## src/rtl/rrf_commit_unit_if.sv

```systemverilog
// Dispatch / writeback / retire bundle of the rename-register-file commit unit.
// master: the pipeline side (drives dispatch and writeback, observes retire).
// slave:  the commit unit itself.
interface rrf_commit_unit_if #(
  parameter int RRF_SEL = 6
);
  // dispatch: one RRF entry allocated per cycle
  logic               dp_valid_i;
  logic [RRF_SEL-1:0] dp_rrftag_i;
  logic               dp_dstval_i;
  logic [4:0]         dp_dstnum_i;
  // writeback: one entry completed per cycle
  logic               wb_valid_i;
  logic [RRF_SEL-1:0] wb_rrftag_i;
  // retire results
  logic [1:0]         com_inst_num_o;
  logic [RRF_SEL-1:0] comptr_o;
  logic               arfwe1_o;
  logic [4:0]         dstarf1_o;
  logic [RRF_SEL-1:0] rrftag1_o;
  logic               arfwe2_o;
  logic [4:0]         dstarf2_o;
  logic [RRF_SEL-1:0] rrftag2_o;
  logic [RRF_SEL:0]   inflight_o;
  logic               alloc_err_o;

  modport master (
    output dp_valid_i, dp_rrftag_i, dp_dstval_i, dp_dstnum_i,
    output wb_valid_i, wb_rrftag_i,
    input  com_inst_num_o, comptr_o,
    input  arfwe1_o, dstarf1_o, rrftag1_o,
    input  arfwe2_o, dstarf2_o, rrftag2_o,
    input  inflight_o, alloc_err_o
  );

  modport slave (
    input  dp_valid_i, dp_rrftag_i, dp_dstval_i, dp_dstnum_i,
    input  wb_valid_i, wb_rrftag_i,
    output com_inst_num_o, comptr_o,
    output arfwe1_o, dstarf1_o, rrftag1_o,
    output arfwe2_o, dstarf2_o, rrftag2_o,
    output inflight_o, alloc_err_o
  );
endinterface

```

## src/rtl/rrf_commit_unit.sv

```systemverilog
// In-order commit unit for a rename register file (RRF).
// Tracks valid/finished/destination per entry, retires up to two finished
// entries per cycle from the commit pointer, and keeps an in-flight count.
// Build option: define COMMIT_DUAL_EN for two retire slots per cycle;
// without it only slot 1 exists and slot 2 outputs are tied to zero.
module rrf_commit_unit #(
  parameter int RRF_NUM = 64,
  parameter int RRF_SEL = 6
) (
  input  logic               clk_i,
  input  logic               reset_i,
  rrf_commit_unit_if.slave   bus
);

  logic [RRF_NUM-1:0] valid;
  logic [RRF_NUM-1:0] finished;
  logic [RRF_NUM-1:0] dstval;
  logic [4:0]         dstnum [RRF_NUM];

  logic [RRF_SEL-1:0] comptr;
  logic [RRF_SEL:0]   inflight;
  logic [RRF_SEL:0]   inflight_next;
  logic [RRF_SEL+2:0] inflight_sum;
  logic               alloc_err;

  logic               slot1;
  logic               slot2;
  logic [1:0]         com_num;
  logic               alloc_conflict;

  logic [RRF_NUM-1:0] alloc_hit;
  logic [RRF_NUM-1:0] wb_hit;
  logic [RRF_NUM-1:0] retire_vec;

`ifdef COMMIT_DUAL_EN
  logic [RRF_SEL-1:0] comptr_p1;
  assign comptr_p1 = comptr + RRF_SEL'(1);
  // slot 2 only retires behind slot 1, keeping retirement strictly in order
  assign slot2 = slot1 && valid[comptr_p1] && finished[comptr_p1];
`else
  assign slot2 = 1'b0;
`endif

  // Retire eligibility looks only at registered state; an empty window never retires.
  assign slot1   = (inflight != '0) && valid[comptr] && finished[comptr];
  assign com_num = {1'b0, slot1} + {1'b0, slot2};

  // Per-entry decode of dispatch, writeback and retire targets.
  for (genvar gi = 0; gi < RRF_NUM; gi++) begin : g_entry_dec
    assign alloc_hit[gi] = bus.dp_valid_i && (bus.dp_rrftag_i == RRF_SEL'(gi));
    assign wb_hit[gi]    = bus.wb_valid_i && (bus.wb_rrftag_i == RRF_SEL'(gi));
`ifdef COMMIT_DUAL_EN
    assign retire_vec[gi] = (slot1 && (comptr == RRF_SEL'(gi))) ||
                            (slot2 && (comptr_p1 == RRF_SEL'(gi)));
`else
    assign retire_vec[gi] = slot1 && (comptr == RRF_SEL'(gi));
`endif
  end

  // An allocation onto a live entry is an error unless that entry retires this cycle.
  assign alloc_conflict = bus.dp_valid_i && valid[bus.dp_rrftag_i] &&
                          !retire_vec[bus.dp_rrftag_i];

  // Next in-flight count, clamped to the range 0..RRF_NUM.
  always_comb begin
    inflight_sum = {2'b00, inflight}
                 + {{(RRF_SEL+2){1'b0}}, bus.dp_valid_i}
                 - {{(RRF_SEL+1){1'b0}}, com_num};
    if (inflight_sum[RRF_SEL+2]) begin
      inflight_next = '0;
    end else if (inflight_sum[RRF_SEL+1:0] > (RRF_SEL+2)'(RRF_NUM)) begin
      inflight_next = (RRF_SEL+1)'(RRF_NUM);
    end else begin
      inflight_next = inflight_sum[RRF_SEL:0];
    end
  end

  // Entry status bits: allocation beats retirement, retirement beats writeback.
  always_ff @(posedge clk_i or negedge reset_i) begin
    if (!reset_i) begin
      valid    <= '0;
      finished <= '0;
    end else begin
      for (int i = 0; i < RRF_NUM; i++) begin
        if (alloc_hit[i]) begin
          valid[i]    <= 1'b1;
          finished[i] <= 1'b0;
        end else if (retire_vec[i]) begin
          valid[i]    <= 1'b0;
          finished[i] <= 1'b0;
        end else if (wb_hit[i] && valid[i]) begin
          finished[i] <= 1'b1;
        end
      end
    end
  end

  // Destination payload; only meaningful while the entry is valid, so no reset.
  always_ff @(posedge clk_i) begin
    if (bus.dp_valid_i) begin
      dstval[bus.dp_rrftag_i] <= bus.dp_dstval_i;
      dstnum[bus.dp_rrftag_i] <= bus.dp_dstnum_i;
    end
  end

  // Commit pointer, in-flight count and sticky allocation error.
  always_ff @(posedge clk_i or negedge reset_i) begin
    if (!reset_i) begin
      comptr    <= '0;
      inflight  <= '0;
      alloc_err <= 1'b0;
    end else begin
      comptr   <= comptr + RRF_SEL'(com_num);
      inflight <= inflight_next;
      if (alloc_conflict) begin
        alloc_err <= 1'b1;
      end
    end
  end

  assign bus.com_inst_num_o = com_num;
  assign bus.comptr_o       = comptr;
  assign bus.inflight_o     = inflight;
  assign bus.alloc_err_o    = alloc_err;

  assign bus.arfwe1_o  = slot1 && dstval[comptr];
  assign bus.dstarf1_o = dstnum[comptr];
  assign bus.rrftag1_o = comptr;

`ifdef COMMIT_DUAL_EN
  assign bus.arfwe2_o  = slot2 && dstval[comptr_p1];
  assign bus.dstarf2_o = dstnum[comptr_p1];
  assign bus.rrftag2_o = comptr_p1;
`else
  assign bus.arfwe2_o  = 1'b0;
  assign bus.dstarf2_o = '0;
  assign bus.rrftag2_o = '0;
`endif

endmodule

```

## src/flat_wrapper.sv

```systemverilog
// flat-port wrapper written by rule: the top's interface ports become plain ports
module rrf_commit_unit_flat 
#(
  parameter int RRF_NUM = 64,
  parameter int RRF_SEL = 6
)
  (clk_i, reset_i, bus_dp_valid_i, bus_dp_rrftag_i, bus_dp_dstval_i, bus_dp_dstnum_i, bus_wb_valid_i, bus_wb_rrftag_i, bus_com_inst_num_o, bus_comptr_o, bus_arfwe1_o, bus_dstarf1_o, bus_rrftag1_o, bus_arfwe2_o, bus_dstarf2_o, bus_rrftag2_o, bus_inflight_o, bus_alloc_err_o);
  rrf_commit_unit_if #(.RRF_SEL(RRF_SEL)) bus_i ();
  input  logic clk_i;
  input  logic reset_i;
  input wire logic [$bits(bus_i.dp_valid_i)-1:0] bus_dp_valid_i;
  input wire logic [$bits(bus_i.dp_rrftag_i)-1:0] bus_dp_rrftag_i;
  input wire logic [$bits(bus_i.dp_dstval_i)-1:0] bus_dp_dstval_i;
  input wire logic [$bits(bus_i.dp_dstnum_i)-1:0] bus_dp_dstnum_i;
  input wire logic [$bits(bus_i.wb_valid_i)-1:0] bus_wb_valid_i;
  input wire logic [$bits(bus_i.wb_rrftag_i)-1:0] bus_wb_rrftag_i;
  output wire logic [$bits(bus_i.com_inst_num_o)-1:0] bus_com_inst_num_o;
  output wire logic [$bits(bus_i.comptr_o)-1:0] bus_comptr_o;
  output wire logic [$bits(bus_i.arfwe1_o)-1:0] bus_arfwe1_o;
  output wire logic [$bits(bus_i.dstarf1_o)-1:0] bus_dstarf1_o;
  output wire logic [$bits(bus_i.rrftag1_o)-1:0] bus_rrftag1_o;
  output wire logic [$bits(bus_i.arfwe2_o)-1:0] bus_arfwe2_o;
  output wire logic [$bits(bus_i.dstarf2_o)-1:0] bus_dstarf2_o;
  output wire logic [$bits(bus_i.rrftag2_o)-1:0] bus_rrftag2_o;
  output wire logic [$bits(bus_i.inflight_o)-1:0] bus_inflight_o;
  output wire logic [$bits(bus_i.alloc_err_o)-1:0] bus_alloc_err_o;
  assign bus_i.dp_valid_i = bus_dp_valid_i;
  assign bus_i.dp_rrftag_i = bus_dp_rrftag_i;
  assign bus_i.dp_dstval_i = bus_dp_dstval_i;
  assign bus_i.dp_dstnum_i = bus_dp_dstnum_i;
  assign bus_i.wb_valid_i = bus_wb_valid_i;
  assign bus_i.wb_rrftag_i = bus_wb_rrftag_i;
  assign bus_com_inst_num_o = bus_i.com_inst_num_o;
  assign bus_comptr_o = bus_i.comptr_o;
  assign bus_arfwe1_o = bus_i.arfwe1_o;
  assign bus_dstarf1_o = bus_i.dstarf1_o;
  assign bus_rrftag1_o = bus_i.rrftag1_o;
  assign bus_arfwe2_o = bus_i.arfwe2_o;
  assign bus_dstarf2_o = bus_i.dstarf2_o;
  assign bus_rrftag2_o = bus_i.rrftag2_o;
  assign bus_inflight_o = bus_i.inflight_o;
  assign bus_alloc_err_o = bus_i.alloc_err_o;
  rrf_commit_unit #(.RRF_NUM(RRF_NUM), .RRF_SEL(RRF_SEL)) u_core (.clk_i(clk_i), .reset_i(reset_i), .bus(bus_i));
endmodule
```

## config.mk

```make
export PLATFORM = sky130hd
export DESIGN_NAME = rrf_commit_unit_flat
export DESIGN_NICKNAME = d
export VERILOG_FILES = /design/src/rtl/rrf_commit_unit_if.sv /design/src/rtl/rrf_commit_unit.sv /design/src/flat_wrapper.sv
export SDC_FILE = /design/constraint.sdc
export NUM_CORES = 1
export LEC_CHECK = 0
export ABC_AREA = 0
export BUFFER_PORTS_ARGS = -buffer_cell sky130_fd_sc_hd__buf_2
export CAP_MARGIN = 25
export CELL_PAD_IN_SITES_DETAIL_PLACEMENT = 0
export CELL_PAD_IN_SITES_GLOBAL_PLACEMENT = 2
export CORE_MARGIN = 2
export CORE_UTILIZATION = 51
export CTS_CLUSTER_SIZE = 40
export DETAILED_ROUTE_END_ITERATION = 8
export GPL_TIMING_DRIVEN = 1
export PLACE_DENSITY = 0.81
export SYNTH_ARGS = -nofsm -noshare
export SYNTH_HDL_FRONTEND = slang
export SYNTH_SLANG_ARGS = --single-unit
```

## constraint.sdc

```tcl
create_clock -name clk_i -period 7.5 [get_ports clk_i]
set_input_delay 0.75 -clock clk_i [delete_from_list [all_inputs] [get_ports clk_i]]
set_output_delay 0.75 -clock clk_i [all_outputs]
set_load 0.01 [all_outputs]
```

==> out/results.md <==
| Stage | Metric | Value |
| --- | --- | --- |
| clock network | Worst-path clk slew | 60 ps |
| logic synthesis | Number of distinct library cell variants in the gate-level netlist after synthesis | 65 |
| logic synthesis | Adder and majority gate portion of the synthesized area | 0.00324 |
| worst setup path | Critical path start-end classification | reg -> out |
| clock network | Number of H-tree levels | 2 |
| logic synthesis | Number of enable flip-flop cells after synthesis | 384 |
| pwr | Leakage power of the design | 8.84 nW |
| global route | Gr usage total | 0.272 |
| min path | Hold/Removal Path Class | in -> async |
| die | Row cnt | 78 |
| worst setup path | Critical Path Sink Type | output pin |
| routing | DRT Pass-1 Iters | 6 |
| layout | Count of nets after finishing | 1500 |
| global route | First-pass GRT wire length | 92.7 mm |
| timing | Final worst path period need | 5400 ps |
| logic synthesis | Seq/Total Area, Yosys | 0.651 |
| logic synthesis | Count of warnings emitted by yosys | 0 |
| worst setup path | Sequence of cells on the critical path | buf_4 > buf_4 > mux4_2 > mux4_2 > mux4_2 > and2_1 > buf_2 |
| logic synthesis | Combinational family with the most area after synthesis | multiplexers |
| worst setup path | Worst Setup Start Kind | flip-flop |
| layout | Final Instance Area | 25800 um^2 |
| clock network | Number of buffers inserted to repair setup after CTS | 0 |
| logic synthesis | Mapped Avg Cell Area | 16.2 um^2 |
| timing | Setup TNS after final layout | 0 ps |
| global route | GR Overflow Total | 0 |
| logic synthesis | Share of flip-flops with an asynchronous set or reset | 0.270 |
| worst setup path | Arrival time at the worst endpoint | 4650 ps |
| clock network | Worst-skew pair later-pin latency | 610 ps |
| logic synthesis | Post-synth top area share | 0.498 |
| clock network | Root Buffer Master | sky130_fd_sc_hd__clkbuf_16 |
| routing | Number of antenna-violating nets in the routed design | 0 |
| global route | Maximum number of pins on one net before global-route repair | 75 |
| timing | Final hold slack | 127 ps |
| placed design | Placer Congestion | 0.884 |
| die | Effective utilization at floorplan | 0.514 |
| logic synthesis | Leading register cell type out of synthesis | sky130_fd_sc_hd__edfxtp_1 |
| timing | Number of endpoints failing setup at the final stage | 0 |
| placed design | Port Buf Inserts | 48 |
| timing | Worst-case clock skew | 15.7 ps |
| placed design | Number of placed instances, taps included | 2011 |
| timing | Max-slew violations | 0 |
| logic synthesis | Share of cell area taken by muxes after synthesis | 0.168 |
| layout | Non-filler instance count after layout | 2118 |
| timing | Final worst path period share | 0.719 |
| worst setup path | Endpoint required time on the critical path | 6750 ps |
| clock network | Number of gates resized after CTS | 0 |
| pwr | Max rail drop VDD | 214 uV |
| placed design | Detailed placement HPWL | 41.9 mm |
| logic synthesis | Share of the synthesized area in compound gates (AO/OA/AOI/OAI) | 0.0835 |
| timing | Unrepaired setup endpoints after global routing | no |
| run | Max-cap violations | 0 |
| clock network | Hold-fix buffer count after cts | 0 |
| die | Overall die height | 217 um |
| logic synthesis | Count leader, synth | sky130_fd_sc_hd__edfxtp_1 |
| logic synthesis | Share of the synthesized netlist area taken by xor and xnor gates | 0.00605 |
| logic synthesis | Leading cell types by count after synthesis | 384 x sky130_fd_sc_hd__edfxtp_1, 156 x sky130_fd_sc_hd__mux4_2, 142 x sky130_fd_sc_hd__dfrtp_1 |
| logic synthesis | Fraction of the mapped netlist area in simple logic gates | 0.0571 |
| logic synthesis | Synthesized area | 23200 um^2 |
| clock network | Buffer depth of the longest clock path | 3 |
| logic synthesis | Flop and latch count out of synthesis | 526 |
| routing | Detailed-route DRC error count | 0 |
| pwr | Total power per unit cell area | 295 nW/um^2 |
| placed design | Post-detailed-placement cell area | 23900 um^2 |
| die | Core area | 45100 um^2 |
| logic synthesis | Top post-synthesis cells by area | sky130_fd_sc_hd__edfxtp_1 50%, sky130_fd_sc_hd__dfrtp_1 15%, sky130_fd_sc_hd__mux4_2 15%, sky130_fd_sc_hd__a211oi_1 2.1%, sky130_fd_sc_hd__a31oi_1 1.9% |
| layout | Fraction of final layout cells sized beyond drive strength 1 | 0.227 |
| clock network | CTS Buf Count | 54 |
| worst setup path | Family with the most delay on the worst path | multiplexers |
| timing | Number of hold violations in the final report | 0 |
| routing | Overall via count from detail_route | 13581 |
| routing | First-iteration detailed-routing DRC count | 1242 |
| run status | Run status | finished, final reports clean |
| routing | DR WL/cell | 29.3 um |
| logic synthesis | Mapped Cells | 1425 |
| timing | Maximum clock frequency | 185 MHz |
| die | Num ports | 62 |
| worst setup path | Cell repeated most along the worst path | sky130_fd_sc_hd__mux4_2 |
| timing | Slew margin rel. | 0.294 |
| pwr | Post-layout power | 7.61 mW |
| global route | Vias in the first global route | 13819 |
| timing | Pin slew with the least headroom to its limit | 1050 ps |
| logic synthesis | Yosys top cell by area | sky130_fd_sc_hd__edfxtp_1 |
| worst setup path | CP max stage cell | sky130_fd_sc_hd__dfrtp_4 |
| clock network | Count of clock tree sinks | 526 |
| worst setup path | Number of buffers and inverters on the critical path | 3 |
| die | Die Wd | 217 um |
| worst setup path | Highest fanout seen on the critical path | 49 |
| layout | Area growth from synthesis to layout | 11.4% |
| routing | Vias per cell | 6.41 |
| routing | Wire length reported by the detailed router | 62.0 mm |
| global route | Antenna violations before repair | 1 |
| clock network | CTS tree | done |
| die | Die outline area | 47100 um^2 |
| worst setup path | Delay contributed by the slowest stage of the critical path | 1000 ps |
final timing paths:
path | start | to | slack, ps | depth (start not counted)
min in group clk_i | u_core.valid[39] | u_core.valid[39] | 530 | 1
max in group asynchronous | reset_i | u_core.finished[15] | 6250 | 3
worst max register to register | u_core.bus.comptr_o[0] | u_core.bus.inflight_o[2] | 2130 | 16
worst min register to register | u_core.valid[39] | u_core.valid[39] | 530 | 1
worst max-delay path | u_core.bus.comptr_o[0] | bus_arfwe1_o | 2100 | 7
worst min-delay path | reset_i | u_core.valid[57] | 130 | 1
layer usage:
metal / wire length (um) / track usage / vias to the layer above
met1: 25400 / 0.372 / 7153
met3: 4080 / 0.0499 / 123
li1: - / - / 5803
met2: 30200 / 0.438 / 502
met4: 2320 / 0.107 / 0
met5: 0 / 0 / -
cells in the final DEF (no fill, tap or decap), drive strengths merged, types with 18 or more instances in the layout:
master	count
nand2	81
mux2i	33
dfrtp	142
mux4	156
o21ai	18
clkbuf	63
clkinv	19
a211oi	64
buf	85
a31oi	71
nor2	116
a21o	47
edfxtp	384
nor3	18
logic make-up after synthesis:
logic type / Yosys count
buffers and inverters: 118
muxes: 194
xor gates and xnor gates: 16
and+or+nand+nor: 291
other: 1
AOI/OAI and AO/OA: 273
DFF: 526
adders and majority gates: 6
worst reg2reg max path, cell delays in order (launching register included):
cell and delay, ps:
sky130_fd_sc_hd__dfrtp_4 1000, sky130_fd_sc_hd__buf_4 600, sky130_fd_sc_hd__mux2i_1 150, sky130_fd_sc_hd__a22oi_1 180, sky130_fd_sc_hd__o21ai_0 110, sky130_fd_sc_hd__o31ai_1 310
sky130_fd_sc_hd__o21ai_1 330, sky130_fd_sc_hd__o2bb2ai_1 720, sky130_fd_sc_hd__ha_1 300, sky130_fd_sc_hd__ha_1 390, sky130_fd_sc_hd__nor2b_1 230, sky130_fd_sc_hd__a21oi_1 60
sky130_fd_sc_hd__mux2_2 260, sky130_fd_sc_hd__a21oi_1 160, sky130_fd_sc_hd__nand4_1 100, sky130_fd_sc_hd__a31o_2 250, sky130_fd_sc_hd__nor2_1 130
final cells by class:
cell class,count,area [um^2]
timing repair buffer,85,606
inverter,12,45.0
tap,600,751
fill,3517,19300
multi-input combinational,793,7440
clock inverter,38,463
antenna,1,2.50
sequential,526,15100
clock buffer,63,1410
power by group:
group | internal (mW) | switching (mW)
combinational | 0.668 | 0.682
sequential | 3.25 | 0.191
clock | 1.69 | 1.13
sequential cells by signal, indices dropped and copies added, names as in the netlist:
signal,count
u_core.dstnum,320
u_core.dstval,64
u_core.finished,64
u_core.valid,64
u_core.bus.inflight_o,7
u_core.bus.comptr_o,6
u_core.bus.alloc_err_o,1
through the flow:
stage               utilization  setup slack, ps
finish                    0.572             2100
global route              0.572             1740
CTS                       0.570             2020
detailed placement        0.529             2130
global placement          0.527             2200
floorplan                     -             3710
Note: power is estimated with default switching activity, not from simulation.
